<file path="config.mk">
export PLATFORM = sky130hd
export DESIGN_NAME = trdb_branch_map
export DESIGN_NICKNAME = d
export VERILOG_FILES = /design/src/rtl/trdb_pkg.sv /design/src/rtl/trdb_branch_map.sv
export SDC_FILE = /design/constraint.sdc
export NUM_CORES = 1
export LEC_CHECK = 0
export ABC_AREA = 1
export CAP_MARGIN = 40
export CORE_MARGIN = 1.5
export CORE_UTILIZATION = 30
export CTS_CLUSTER_SIZE = 40
export DETAILED_ROUTE_END_ITERATION = 6
export DONT_BUFFER_PORTS = 1
export PLACE_DENSITY = 0.54
export RECOVER_POWER = 25
export SYNTH_ARGS = -nofsm -noshare
export SYNTH_HDL_FRONTEND = slang
export SYNTH_SLANG_ARGS = --single-unit
</file>
<file path="constraint.sdc">
create_clock -name clk_i -period 2 [get_ports clk_i]
set_input_delay 0.6 -clock clk_i [delete_from_list [all_inputs] [get_ports clk_i]]
set_output_delay 0.6 -clock clk_i [all_outputs]
set_load 0.05 [all_outputs]
</file>
<file path="src/rtl/trdb_pkg.sv">
// Shared trace-debug constants. The branch map, priority stage and packet
// assembler all size their branch-map fields from these.
package trdb_pkg;

  localparam int unsigned BRANCH_MAP_LEN = 31;
  localparam int unsigned BRANCH_CNT_W   = 5;

endpackage

</file>
<file path="src/rtl/trdb_branch_map.sv">
// Branch map collector: records retired conditional-branch outcomes and hands
// a snapshot to the packet assembler on flush. Optional sticky overflow flag
// is enabled by defining TRDB_BRANCH_MAP_OVERFLOW_EN.
module trdb_branch_map
  import trdb_pkg::*;
#(
  parameter int unsigned MAP_LEN = BRANCH_MAP_LEN,
  parameter int unsigned CNT_W   = $clog2(MAP_LEN + 1)
) (
  input  logic               clk_i,
  input  logic               rst_ni,
  input  logic               clear_i,
  input  logic               valid_i,
  input  logic               is_branch_i,
  input  logic               branch_taken_i,
  input  logic               flush_i,
  output logic [MAP_LEN-1:0] map_o,
  output logic [CNT_W-1:0]   cnt_o,
  output logic               is_full_o,
  output logic               is_empty_o,
  output logic               snap_valid_o,
  output logic [MAP_LEN-1:0] snap_map_o,
  output logic [CNT_W-1:0]   snap_cnt_o,
  output logic               overflow_o
);

  logic [MAP_LEN-1:0] map_q, map_d;
  logic [CNT_W-1:0]   cnt_q, cnt_d;
  logic [MAP_LEN-1:0] snap_map_q, snap_map_d;
  logic [CNT_W-1:0]   snap_cnt_q, snap_cnt_d;
  logic               snap_valid_q, snap_valid_d;
  logic               br;
  logic               is_full;
  logic               drop;
  logic [MAP_LEN-1:0] new_bit;

  assign br      = valid_i & is_branch_i;
  assign is_full = (cnt_q == CNT_W'(MAP_LEN));
  // Encoding is inverted: a set bit means not taken.
  assign new_bit = {{(MAP_LEN-1){1'b0}}, ~branch_taken_i};

  always_comb begin
    map_d        = map_q;
    cnt_d        = cnt_q;
    snap_map_d   = snap_map_q;
    snap_cnt_d   = snap_cnt_q;
    snap_valid_d = 1'b0;
    drop         = 1'b0;
    if (clear_i) begin
      map_d      = '0;
      cnt_d      = '0;
      snap_map_d = '0;
      snap_cnt_d = '0;
    end else if (flush_i) begin
      snap_map_d   = map_q;
      snap_cnt_d   = cnt_q;
      snap_valid_d = 1'b1;
      // A branch retiring alongside the flush opens the next map.
      map_d        = br ? new_bit : '0;
      cnt_d        = br ? CNT_W'(1) : '0;
    end else if (br) begin
      if (!is_full) begin
        map_d = map_q | (new_bit << cnt_q);
        cnt_d = cnt_q + CNT_W'(1);
      end else begin
        drop = 1'b1;
      end
    end
  end

  always_ff @(posedge clk_i or negedge rst_ni) begin
    if (!rst_ni) begin
      map_q        <= '0;
      cnt_q        <= '0;
      snap_map_q   <= '0;
      snap_cnt_q   <= '0;
      snap_valid_q <= 1'b0;
    end else begin
      map_q        <= map_d;
      cnt_q        <= cnt_d;
      snap_map_q   <= snap_map_d;
      snap_cnt_q   <= snap_cnt_d;
      snap_valid_q <= snap_valid_d;
    end
  end

`ifdef TRDB_BRANCH_MAP_OVERFLOW_EN
  logic overflow_q;

  always_ff @(posedge clk_i or negedge rst_ni) begin
    if (!rst_ni) begin
      overflow_q <= 1'b0;
    end else if (clear_i) begin
      overflow_q <= 1'b0;
    end else if (drop) begin
      overflow_q <= 1'b1;
    end
  end

  assign overflow_o = overflow_q;

  // The priority stage is expected to flush before a full map sees another branch.
  a_no_drop : assert property (@(posedge clk_i) disable iff (!rst_ni)
    !(br && is_full && !flush_i && !clear_i))
    else $error("branch dropped on full map");
`else
  logic unused_drop;
  assign unused_drop = drop;
  assign overflow_o  = 1'b0;
`endif

  assign map_o        = map_q;
  assign cnt_o        = cnt_q;
  assign is_full_o    = is_full;
  assign is_empty_o   = (cnt_q == '0);
  assign snap_valid_o = snap_valid_q;
  assign snap_map_o   = snap_map_q;
  assign snap_cnt_o   = snap_cnt_q;

endmodule

</file>
Yosys cells after proc, flatten, opt, wreduce, memory -nomap -nowiden. Cells that the tools add are included.

Flip-flop bits (word level): 73. Bits of input ports: 7. Output and inout port bits: 76.

$add $sub $neg: 1. Equal/unequal tests: 2. Shifts and indexed selects: 1. Muxes and demuxes: 16. Bitwise logic cells: 3. Reductions and logical operators: 4.

Operator list (count): 31-bit two-way mux (6); 31-bit bitwise OR (1); 1-bit by 5-bit left shift with 31-bit output (1); 5-bit two-way mux (6); 5-bit by 1-bit adder with 5-bit output (second input constant) (1); 5-bit == test (second input constant) (1); 5-bit logical NOT (1); 1-bit two-way mux (4); 3-bit != test (second input constant) (1); 3-bit nonzero test (1); 2-bit AND reduction (1); 2-bit nonzero test (1); 1-bit bitwise AND (1); 1-bit NOT (1).

Longest topological paths before layout.
Depth after elaboration: 7. Gate-level depth with buffers: 10. Gate-level depth less buffers: 9.

Least setup slack after synthesis. Ideal clock, no wire load.

Kind: register -> register. From: register cnt_q[1] (netlist: cnt_o[1]). To: register map_q[10] (netlist: map_o[10]). Arrival time: 2312 ps. Setup slack: -444 ps. Cell stages (with the launch flop): 11. Cells stage by stage: dfrtp_1 > ha_1 > inv_1 > nor2_1 > ha_1 > nor2_8 > nor2_4 > nor2_4 > buf_6 > a21oi_1 > nor2_1.

Elaborated cells between the ends (all ways): 9.

RTL lines: start, declared (line trdb_branch_map.sv:28) `logic [CNT_W-1:0] cnt_q, cnt_d;`; start signal, assigned (line trdb_branch_map.sv:80) `cnt_q <= cnt_d;`; 5-bit == test (line trdb_branch_map.sv:38) `assign is_full = (cnt_q == CNT_W'(MAP_LEN));`; named net is_full_o (line trdb_branch_map.sv:19) `output logic is_full_o,`; 3-bit != test (no line); 2-bit AND reduction (no line); end signal, assigned (line trdb_branch_map.sv:79) `map_q <= map_d;`; end, declared (line trdb_branch_map.sv:27) `logic [MAP_LEN-1:0] map_q, map_d;`.

The timed path passes the listed nets, and every way through them passes these cells. The select of a mux whose other input is x is not followed. A chain may end at the register's enable or synchronous reset.

Worst setup path after layout.
From: register cnt_q[0] (netlist: cnt_o[0]). To: output is_full_o.

Longest elaborated chain between the ends: 1.

Ends and longest elaborated chain (line): 5-bit == test (trdb_branch_map.sv:38); end, declared (trdb_branch_map.sv:19).

No other way between the ends.

==> impl_results.md <==
- Overflow after GRT: 0
- Critical Path Slowest Stage Cell: dfrtp_2
- Mapped Area: 2980 sq um
- Power density of the placed cells: around 870 nW/um^2
- Crit path depth: 5
- DRC violations left: 0
- Hold Path Class: in2async
- Row count: 36
- Worst Skew: a little under 9 ps
- Worst-Skew Late Latency: ~350 ps
- F_max: about 500 MHz
- Cell variety after synth: 27
- Worst-Margin Slew: approximately 560 ps
- Hpwl dp: 5620 um
- Avg Inst Size Synth: ~9.7 sq um
- CTS tree: built
- Number of buffers created by CTS: 9
- DIE WIDTH: ~100 um
- Max Cap Viol: 0
- Crit path launch: cnt_o[0]
- Detailed Route Iter0 Violations: roughly 110
- Clk sinks: between 70 and 80
- Most frequent cells in the layout: 69 x dfrtp_1, 58 x nand2_1, 31 x a21oi_1
- RSZ-0062 raised after global routing: true
- Critical path capture point type: output pin
- Crit path max fanout: 3
- Required @ worst endpoint: around 1400 ps
- Tcrit/Tclk final: 99.8%
- Failing checks: hold timing
- Syn nets: about 320
- WS Path Type: reg2out
- Drt via density: ~4.7
- Syn Inst Count: 307
- Top cell type's share of synthesized area: roughly three fifths
- I/O Pins: 83
- Cell taking the most area after synthesis: dfrtp_1
- Routed len/inst: 17.2 um
- Core Area: 9680 sq um
- Min cycle time layout: 2000 ps
- FF+latch count, synth: between 70 and 80
- Register area share after synthesis: roughly 60%
- Leak: roughly 1.5 nW
- Max incr delay on CP: 450 ps
- Placer congestion estimate: 0.913
- Commonest non-fill, non-tap cell in the layout: dfrtp_1
- Die H: roughly 100 um
- Final setup vio count: 0
- Reg2reg path depth: 10
- Diodes inserted: 0
- DRT antenna net count: 0
- Overall routing resource usage: about 16%
- Fin. Hold Viols: 73
- Vias in the first global route: between 2000 and 2500
- Share of post-route cells with drive strength above 1: 17.8%
- PortBufs: 0
- Root Buffer: clkbuf_8
- Vias: 2161
- First-pass GRT wire length: 12600 um
- Clk slew on worst S/H paths: around 80 ps
- Pin count of the biggest net entering global routing: 74
- Synth area leaders: dfrtp_1 61%, nand2_1 7.3%, a21oi_1 5.2%
- Final Util: between 30% and 40%
- VDD IR max: around 0.00033 V
- Max clock buf depth: 2
- Worst Setup Start Kind: register
- Initial antenna violation count: 0
- Post-synthesis to final-layout area growth: 18.3%
- Pre-Repair DR Iteration Count: 4
- Critical path data arrival time: 1400 ps
- Reg2Reg Launch Point: cnt_o[0]
- Cell Chain, Critical Path: ha_4 > inv_4 > nor2_4 > ha_4 > buf_12
- Die Area: roughly 11000 sq um
- Worst relative slew slack: 62.9%
- Final Routed Wirelength: around 7900 um
- Fin. max-slew vios: 0
- Ys Warns: 0
- WP buf/inv: 2
- Status: complete, but fails checks
- Crit-path leading delay family: flip-flops
- CTS H-tree depth: 3
- Most used cell along the critical path: ha_4
- NumNets Final: around 330
- Min Hold Slack: -64.1 ps
- Initial Util: 30.7%
[state kept, by name, summed over array words and instances (netlist names)]
| signal | count |
|---|---|
| map_o | 31 |
| snap_map_o | 31 |
| cnt_o | 5 |
| snap_cnt_o | 5 |
| snap_valid_o | 1 |
[layer usage]
layer	global-route usage, %	wire [um]	vias to the layer above
met3	6.10	708	11
met5	0	0	-
met1	20.2	3400	1055
li1	-	-	1015
met4	5.90	116	0
met2	25.5	3650	80
[synth_stat cells]
cell and number:
inv_1 31, nor2_1 23, buf_1 3, a22o_1 9, buf_4 3, nand3_1 6, nor3_2 1, inv_2 3
nor3_1 7, nor2_4 3, o22ai_1 1, o21bai_1 1, conb_1 1, o21ai_0 30, nor2_2 1, buf_2 5
ha_1 3, dfrtp_1 73, nand4_1 4, nand2_1 58, a21oi_2 1, nor2_8 1, a21oi_1 31, nand2_2 2
clkbuf_1 3, buf_6 2, o21ai_1 1
[power by group]
| group | switching (mW) | internal [mW] | total [mW] |
|---|---|---|---|
| Combinational | 0.105 | 0.0450 | 0.150 |
| Sequential | 0.0260 | 1.48 | 1.51 |
| Clock | 0.565 | 0.830 | 1.40 |
| Total | 0.696 | 2.36 | 3.05 |
[layout make-up]
type / count / area (sq um)
clock buffers: 11 / 131
repair buffers: 19 / 168
multi-input cells: 184 / 987
fillers: 1022 / 6160
inverters: 34 / 133
flip-flops and latches: 73 / 1830
well taps: 133 / 166
clock inverters: 5 / 104
[logic make-up (layout without fill, tap and decap cells)]
logic type | Yosys count | count (layout) | synth area share [%]
AOI/OAI and AO/OA | 74 | 74 | 13.8
and+or+nand+nor | 106 | 106 | 16.0
buffers and inverters | 50 | 69 | 7.40
DFF | 73 | 73 | 61.4
adders and majority gates | 3 | 3 | 1.26
other | 1 | 1 | 0.126
[path summary, 6_finish.rpt]
kind,endpoint,slack [ps]
worst min-delay path,snap_map_o[15],-60
worst max register to register,map_o[12],120
worst min register to register,map_o[1],630
min in group clk_i,map_o[0],410
worst max-delay path,is_full_o,4
max in group asynchronous,cnt_o[1],1930
[repair_timing]
item | CTS | global route
endpoints found under the setup margin | 2 | 2
hold endpoints to repair | 73 | 73
setup buffers | 4 | 0
gates cloned | 0 | 0
resized for setup | 11 | 1
pin swaps | 4 | 3
[stage by stage]
| step | TNS, ps | area, sq um | worst slack, ps | power (mW) | cells |
|---|---|---|---|---|---|
| after floorplan | 0 | 3000 | 10.3 | 1.63 | 307 |
| after global placement | 0 | 3210 | 233 | 1.68 | 439 |
| after detailed placement | 0 | 3210 | 201 | 1.68 | 439 |
| after CTS | 0 | 3520 | 2.38 | 3.08 | 459 |
| after global routing | -19.3 | 3520 | -19.3 | 3.17 | 459 |
| final | 0 | 3520 | 4.44 | 3.05 | 459 |
Note: power is estimated with default switching activity, not from simulation.
